--- src/rtl/ahb_lite_cmd_master.sv ---
// rtl/ahb_lite_cmd_master.sv - AHB-Lite single-beat initiator fed by a valid/ready command port
// Address and data phases are pipelined; responses return through a small FIFO.
module ahb_lite_cmd_master #(
   parameter int ADDR_W    = 32,
   parameter int DATA_W    = 32,
   parameter int RSP_DEPTH = 4
) (
   input  logic              HCLK,
   input  logic              HRESET,
   input  logic              cmd_valid,
   output logic              cmd_ready,
   input  logic              cmd_write,
   input  logic [ADDR_W-1:0] cmd_addr,
   input  logic [2:0]        cmd_size,
   input  logic [DATA_W-1:0] cmd_wdata,
   output logic              rsp_valid,
   input  logic              rsp_ready,
   output logic [DATA_W-1:0] rsp_rdata,
   output logic              rsp_err,
   output logic              busy,
   output logic [ADDR_W-1:0] HADDR,
   output logic              HWRITE,
   output logic [1:0]        HTRANS,
   output logic [2:0]        HSIZE,
   output logic [2:0]        HBURST,
   output logic [3:0]        HPROT,
   output logic              HMASTLOCK,
   output logic [DATA_W-1:0] HWDATA,
   input  logic              HREADY,
   input  logic              HRESP,
   input  logic [DATA_W-1:0] HRDATA
);
   localparam int PW = (RSP_DEPTH > 1) ? $clog2(RSP_DEPTH) : 1;
   localparam int OW = $clog2(RSP_DEPTH + 3);

   logic              r_ap_valid;
   logic              r_ap_write;
   logic [ADDR_W-1:0] r_ap_addr;
   logic [2:0]        r_ap_size;
   logic [DATA_W-1:0] r_ap_wdata;
   logic              r_dp_valid;
   logic              r_dp_write;
   logic [DATA_W-1:0] r_dp_wdata;
   logic              r_err_hold;

   logic [DATA_W-1:0] r_fifo_rdata [RSP_DEPTH];
   logic [RSP_DEPTH-1:0] r_fifo_err;
   logic [PW-1:0]     r_wr_ptr;
   logic [PW-1:0]     r_rd_ptr;
   logic [OW-1:0]     r_rsp_count;

   logic [OW-1:0]     w_occ;
   logic              w_accept;
   logic              w_ap_done;
   logic              w_dp_done;
   logic              w_push;
   logic              w_pop;

   function automatic logic [PW-1:0] next_ptr(input logic [PW-1:0] p);
      return (p == PW'(RSP_DEPTH - 1)) ? '0 : p + PW'(1);
   endfunction

   // Counting everything in flight against the FIFO depth means every
   // data-phase completion is guaranteed a free response slot.
   assign w_occ     = {{(OW-1){1'b0}}, r_ap_valid} + {{(OW-1){1'b0}}, r_dp_valid} + r_rsp_count;
   assign cmd_ready = (!r_ap_valid | HREADY) & (w_occ < OW'(RSP_DEPTH)) & !r_err_hold;
   assign w_accept  = cmd_valid & cmd_ready;
   assign w_ap_done = r_ap_valid & !r_err_hold & HREADY;
   assign w_dp_done = r_dp_valid & HREADY;
   assign w_push    = w_dp_done;
   assign w_pop     = rsp_valid & rsp_ready;

   assign HTRANS    = (r_ap_valid & !r_err_hold) ? 2'b10 : 2'b00;
   assign HADDR     = r_ap_addr;
   assign HWRITE    = r_ap_write;
   assign HSIZE     = r_ap_size;
   assign HWDATA    = r_dp_wdata;
   assign HBURST    = 3'b000;
   assign HPROT     = 4'b0011;
   assign HMASTLOCK = 1'b0;

   assign rsp_valid = (r_rsp_count != '0);
   assign rsp_rdata = r_fifo_rdata[r_rd_ptr];
   assign rsp_err   = r_fifo_err[r_rd_ptr];
   assign busy      = (w_occ != '0);

   always_ff @(posedge HCLK or posedge HRESET) begin
      if (HRESET) begin
         r_ap_valid <= 1'b0;
         r_ap_write <= 1'b0;
         r_ap_addr  <= '0;
         r_ap_size  <= '0;
         r_ap_wdata <= '0;
         r_dp_valid <= 1'b0;
         r_dp_write <= 1'b0;
         r_dp_wdata <= '0;
         r_err_hold <= 1'b0;
      end else begin
         if (w_accept) begin
            r_ap_valid <= 1'b1;
            r_ap_write <= cmd_write;
            r_ap_addr  <= cmd_addr;
            r_ap_size  <= cmd_size;
            r_ap_wdata <= cmd_wdata;
         end else if (w_ap_done) begin
            r_ap_valid <= 1'b0;
         end

         if (w_ap_done) begin
            r_dp_valid <= 1'b1;
            r_dp_write <= r_ap_write;
            r_dp_wdata <= r_ap_wdata;
         end else if (w_dp_done) begin
            r_dp_valid <= 1'b0;
         end

         // First ERROR cycle parks the pending address phase; it is released
         // once the error's second cycle completes.
         if (r_dp_valid & HRESP & !HREADY) begin
            r_err_hold <= 1'b1;
         end else if (w_dp_done) begin
            r_err_hold <= 1'b0;
         end
      end
   end

   always_ff @(posedge HCLK or posedge HRESET) begin
      if (HRESET) begin
         for (int i = 0; i < RSP_DEPTH; i++) begin
            r_fifo_rdata[i] <= '0;
         end
         r_fifo_err  <= '0;
         r_wr_ptr    <= '0;
         r_rd_ptr    <= '0;
         r_rsp_count <= '0;
      end else begin
         if (w_push) begin
            r_fifo_rdata[r_wr_ptr] <= r_dp_write ? '0 : HRDATA;
            r_fifo_err[r_wr_ptr]   <= HRESP;
            r_wr_ptr               <= next_ptr(r_wr_ptr);
         end
         if (w_pop) begin
            r_rd_ptr <= next_ptr(r_rd_ptr);
         end
         case ({w_push, w_pop})
            2'b10:   r_rsp_count <= r_rsp_count + OW'(1);
            2'b01:   r_rsp_count <= r_rsp_count - OW'(1);
            default: r_rsp_count <= r_rsp_count;
         endcase
      end
   end
endmodule

--- config.mk ---
export PLATFORM = sky130hd
export DESIGN_NAME = ahb_lite_cmd_master
export DESIGN_NICKNAME = d
export VERILOG_FILES = /design/src/rtl/ahb_lite_cmd_master.sv
export SDC_FILE = /design/constraint.sdc
export NUM_CORES = 1
export LEC_CHECK = 0
export ABC_AREA = 0
export CORE_MARGIN = 2
export CORE_UTILIZATION = 35
export CTS_BUF_LIST = sky130_fd_sc_hd__clkbuf_4
export CTS_CLUSTER_SIZE = 25
export DETAILED_ROUTE_END_ITERATION = 6
export DONT_BUFFER_PORTS = 1
export PLACE_DENSITY_LB_ADDON = 0.25
export SETUP_SLACK_MARGIN = 0.1
export SKIP_LAST_GASP = 1
export SYNTH_ARGS = -nofsm -noshare
export SYNTH_HDL_FRONTEND = slang
export SYNTH_SLANG_ARGS = --single-unit
--- constraint.sdc ---
create_clock -name HCLK -period 8.7 [get_ports HCLK]
set_input_delay 1.74 -clock HCLK [delete_from_list [all_inputs] [get_ports HCLK]]
set_output_delay 1.74 -clock HCLK [all_outputs]
set_load 0.03 [all_outputs]
## Word-level counts from Yosys, hierarchy flattened

Index checks and enable logic that the tools add are counted.
W data, S select, Z words.

- Output and inout port bits: 114
- Bits of input ports: 106
- Register bits: 243
- Word-level logic and storage cells: 78

- Equality and inequality tests: 4
- Bitwise gates (word level): 12
- Order comparisons: 7
- Reductions and logical operators: 11
- Multiplexer cells: 21
- Add/subtract/negate cells: 6

Operators with widths:

| operator | number |
|---|---|
| $bwmux W128 | 1 |
| $mux W32 | 4 |
| $bmux W32 S2 | 1 |
| $demux W32 S2 | 1 |
| $and A1 B1 Y1 | 9 |
| $reduce_bool A2 Y1 | 4 |
| $mux W1 | 7 |
| $eq A2 B2 Y1 const B | 3 |
| $ge A3 B3 Y1 const B | 2 |
| $lt A2 B3 Y1 const B | 2 |
| $mux W2 | 3 |
| $not A2 Y3 | 2 |
| $pmux W3 S2 | 1 |
| $reduce_bool A3 Y1 | 2 |
| $add A2 B1 Y2 const B | 2 |
| $bwmux W4 | 1 |
| $add A2 B3 Y3 | 1 |
| $add A3 B1 Y3 const B | 1 |
| $logic_not A1 Y1 | 3 |
| $lt A3 B1 Y1 const B | 1 |
| $lt A3 B3 Y1 const B | 1 |
| $sub A3 B1 Y3 const B | 1 |
| $add A1 B1 Y2 | 1 |
| $bmux W1 S2 | 1 |
| 5 further kinds | 6 |

## Longest topological paths before layout

- Depth in word-level cells: 7
- Mapped depth: 10
- Mapped depth without buffers: 9

## Least setup slack after synthesis

Ideal clock, no wire load.

- Kind: input-to-output
- From: input HREADY
- To: output cmd_ready
- Buffers on the path: 1
- Slack: 4325 ps
- Arrival: 2635 ps
- Stages on the path: 3
- Cells stage by stage: buf_2 -> nor2b_1 -> nor3_1

- Longest elaborated chain between the ends: 3

Ends and longest elaborated chain:

| element | RTL line | source |
|---|---|---|
| start: declaration | 29 | `input logic HREADY,` |
| $or A1 B1 Y1 | 66 | `assign cmd_ready = (!r_ap_valid \| HREADY) & (w_occ < OW'(RSP_DEPTH)) & !r_err_hold;` |
| $and A1 B1 Y1 (2 in a row) | 66 |  |
| end: declaration | 11 | `output logic cmd_ready,` |

Every way passes these cells.

## Final worst setup path

- From: register r_dp_valid
- To: output cmd_ready

- Longest elaborated chain between the ends: 5

Ends and longest elaborated chain:

| element | RTL line | source |
|---|---|---|
| start: declaration | 41 | `logic r_dp_valid;` |
| start signal: assignment | 94 | `r_dp_valid <= 1'b0;` |
| start signal: assignment | 110 | `r_dp_valid <= 1'b1;` |
| start signal: assignment | 114 | `r_dp_valid <= 1'b0;` |
| $add A1 B1 Y2 | 65 | `assign w_occ = {{(OW-1){1'b0}}, r_ap_valid} + {{(OW-1){1'b0}}, r_dp_valid} + r_rsp_count;` |
| $add A2 B3 Y3 | 65 |  |
| $lt A3 B3 Y1 | 66 |  |
| $and A1 B1 Y1 (2 in a row) | 66 |  |

Every way passes these cells.

==> flow_summary.json <==
{
  "antenna_found_initial": 8,
  "synth_most_common_cell": "dfrtp_1",
  "r2r_cells": 8,
  "clk_path_buf_depth": 3,
  "initial_utilization": 0.358,
  "grt_max_degree": 105,
  "clock_skew_ns": 0.0340,
  "yosysWarningCount": 0,
  "fmax_mhz": 227,
  "hp-class": "flop to flop",
  "wl_per_cell_um": 18.0,
  "async_reset_ff_frac": 1.00,
  "cap_violations": 0,
  "max_stage_delay_ns": 0.50,
  "worst_pin_slew_ns": 0.979,
  "cts_setup_buffers": 0,
  "crit_path_top_delay_cell": "dfrtp_1",
  "vias": 5933,
  "synth_cell_types": 28,
  "synth_largest_area_cell": "dfrtp_1",
  "multiInputGateArea_sq_um": 3640,
  "die_y_um": 173,
  "port_buffers": 0,
  "synthTopCellsByCount": "243 x dfrtp_1, 131 x nand2_1, 129 x o21ai_0",
  "layout-drive-gt1-share": 0.307,
  "drcViolationCount": 0,
  "end_kind": "output pin",
  "regArea_sq_um": 6080,
  "post_cts_resized": 0,
  "yosysTopAreaCellShare": 0.608,
  "setup_tns_ns": 0,
  "syn_area_per_cell_sq_um": 12.8,
  "synthCells": 779,
  "dieArea_sq_um": 29900,
  "area_growth_pct": 12.4,
  "crit_cells": 7,
  "postRouteAntennaNets": 0,
  "p_per_area_nw_per_um2": 438,
  "clk_pin_slew_ns": 0.06,
  "drt_wl_total_mm": 22.3,
  "grt_pass1_vias": 6527,
  "synth_edf_count": 0,
  "gp_congestion": 0.700,
  "hold_ws_ns": 0.473,
  "drtIter0Drc": 185,
  "p_leak_nw": 5.02,
  "grt_usage": 0.155,
  "crit_path_frequent_cell": "inv_1",
  "fin_crit_sh": 0.507,
  "placementRows": 61,
  "place_hpwl_mm": 13.4,
  "cts_buffers": 69,
  "status": "completed",
  "htreeDepth": 3,
  "start_kind": "flop",
  "setup.worst_path.class": "flop to output pin",
  "cts_hold_buf": 0,
  "via_per_inst": 4.79,
  "cp_cell_sequence": "inv_1 -> fa_1 -> inv_1 -> ha_1 -> xor2_1 -> nor3_1 -> buf_4",
  "slew_viol_final": 0,
  "synth-seq-area-share": 0.608,
  "grt-ovfl-total": 0,
  "core-area_sq_um": 27900,
  "clock-root-buffer": "clkbuf_4",
  "min_path_cells": 2,
  "syn-cell-area_sq_um": 10000,
  "setup_violations": 0,
  "cts.sinks": 243,
  "ios": 220,
  "irDropWorstVdd_uv": 201,
  "synth-seq-cells": 243,
  "nets": 923,
  "drt-pass1-iter-count": 4,
  "synthTopCellsByArea": "dfrtp_1 61%, mux2_2 11%, mux4_2 7.4%, o21ai_0 6.5%, nand2_1 4.9%",
  "cp_max_fo": 8,
  "cpLargestDelayFamily": "adder cells",
  "grt_pass1_wl_mm": 36.7,
  "cts_tree": "built",
  "rsz0062_at_grt": "no",
  "fill_cells": 2767,
  "hold_violations": 0,
  "critPathBufInv": 3,
  "synth_ff_type": "dfrtp_1",
  "clock_latency_ns": 0.65,
  "die_w_um": 173,
  "critPathRequiredTime_ns": 6.96,
  "crit_arrival_ns": 2.67,
  "slew_headroom": 0.347,
  "fin_crit_ns": 4.41
}
## cells in the final DEF, fill, tap and decap left out, types with 2 or more instances in the layout
| cell | Yosys | final |
|---|---|---|
| a21o_1 | 2 | 2 |
| a21oi_1 | 2 | 2 |
| buf_4 | 10 | 11 |
| bufinv_16 | 0 | 2 |
| clkbuf_4 | 0 | 106 |
| clkinv_1 | 0 | 10 |
| conb_1 | 2 | 9 |
| dfrtp_1 | 243 | 241 |
| dfrtp_2 | 0 | 2 |
| diode_2 | 0 | 3 |
| fa_1 | 2 | 2 |
| ha_1 | 7 | 7 |
| inv_1 | 10 | 9 |
| inv_2 | 0 | 3 |
| mux2_1 | 9 | 9 |
| mux2_2 | 99 | 99 |
| mux4_2 | 33 | 33 |
| nand2_1 | 131 | 131 |
| nand2b_1 | 32 | 32 |
| nand3_2 | 0 | 4 |
| nor2_1 | 2 | 2 |
| nor2b_1 | 2 | 2 |
| nor3_1 | 2 | 2 |
| o21ai_0 | 129 | 129 |
| xor2_1 | 3 | 3 |
## area by class of cell
cell class,count,area share
Antenna cell,3,0.000668
Clock buffer,106,0.0708
Clock inverter,15,0.00969
Inverter,10,0.00401
Multi-Input combinational cell,473,0.324
Sequential cell,243,0.542
Tap cell,378,0.0421
Timing Repair Buffer,11,0.00735
## report_power, final
part | internal (W) | leakage (nW) | switching, W | total, W
combinational | 0.000665 | 1.43 | 0.000812 | 0.00148
clock | 0.000611 | 0.544 | 0.000471 | 0.00108
sequential | 0.00166 | 3.05 | 0.000699 | 0.00236
total | 0.00294 | 5.02 | 0.00198 | 0.00492
## stage by stage
stage | cell area [sq um] | setup slack (ns) | util | std cells | total power [W]
floorplan | 10000 | 0.287 | - | 786 | 0.00354
finish | 11200 | 4.29 | 0.402 | 1239 | 0.00492
global route | 11200 | 4.11 | 0.402 | 1239 | 0.00528
detailed placement | 10300 | 4.66 | 0.369 | 1115 | 0.00390
CTS | 11200 | 4.24 | 0.402 | 1236 | 0.00502
global placement | 10300 | 4.67 | 0.369 | 1115 | 0.00385
## flip-flops by register name, summed over array words and instances, names as in the netlist
name,cells
r_wr_ptr,2
r_dp_write,1
r_err_hold,1
HWRITE,1
r_ap_wdata,32
r_fifo_err,4
HSIZE,3
HWDATA,32
r_dp_valid,1
r_ap_valid,1
r_rd_ptr,2
r_fifo_rdata,128
HADDR,32
r_rsp_count,3
## path summary, 6_finish.rpt
path	from	end	slack, ns
max in group asynchronous	HRESET	r_wr_ptr[1]	6.13
hold / removal	r_fifo_rdata[69]	r_fifo_rdata[69]	0.47
min in group asynchronous	HRESET	HADDR[9]	1.08
hold reg to reg	r_fifo_rdata[69]	r_fifo_rdata[69]	0.47
setup / recovery	r_dp_valid	cmd_ready	4.29
setup reg to reg	r_dp_valid	HADDR[5]	5.40
## logic make-up (layout without fill, tap and decap cells)
family	count (synthesis)	in the layout	synth area share
other cells	2	12	0.000751
simple gates	176	176	0.0781
fa+ha+maj	9	9	0.0128
compound gates	133	133	0.0671
xor+xnor	4	4	0.00351
flops	243	243	0.608
buf+inv	70	142	0.0324
mux	142	142	0.197
## worst min-delay path, stage by stage (launching register included)
cell	delay (ns)
dfrtp_1	0.34
nand2_1	0.04
o21ai_0	0.06
## per-layer routing
layer,GRT usage,vias up,part of all wire
li1,-,2767,-
met1,0.191,2866,0.42
met2,0.234,227,0.44
met3,0.0785,65,0.11
met4,0.0604,8,0.027
met5,0,-,0.0025
(Power assumes the default switching activity.)
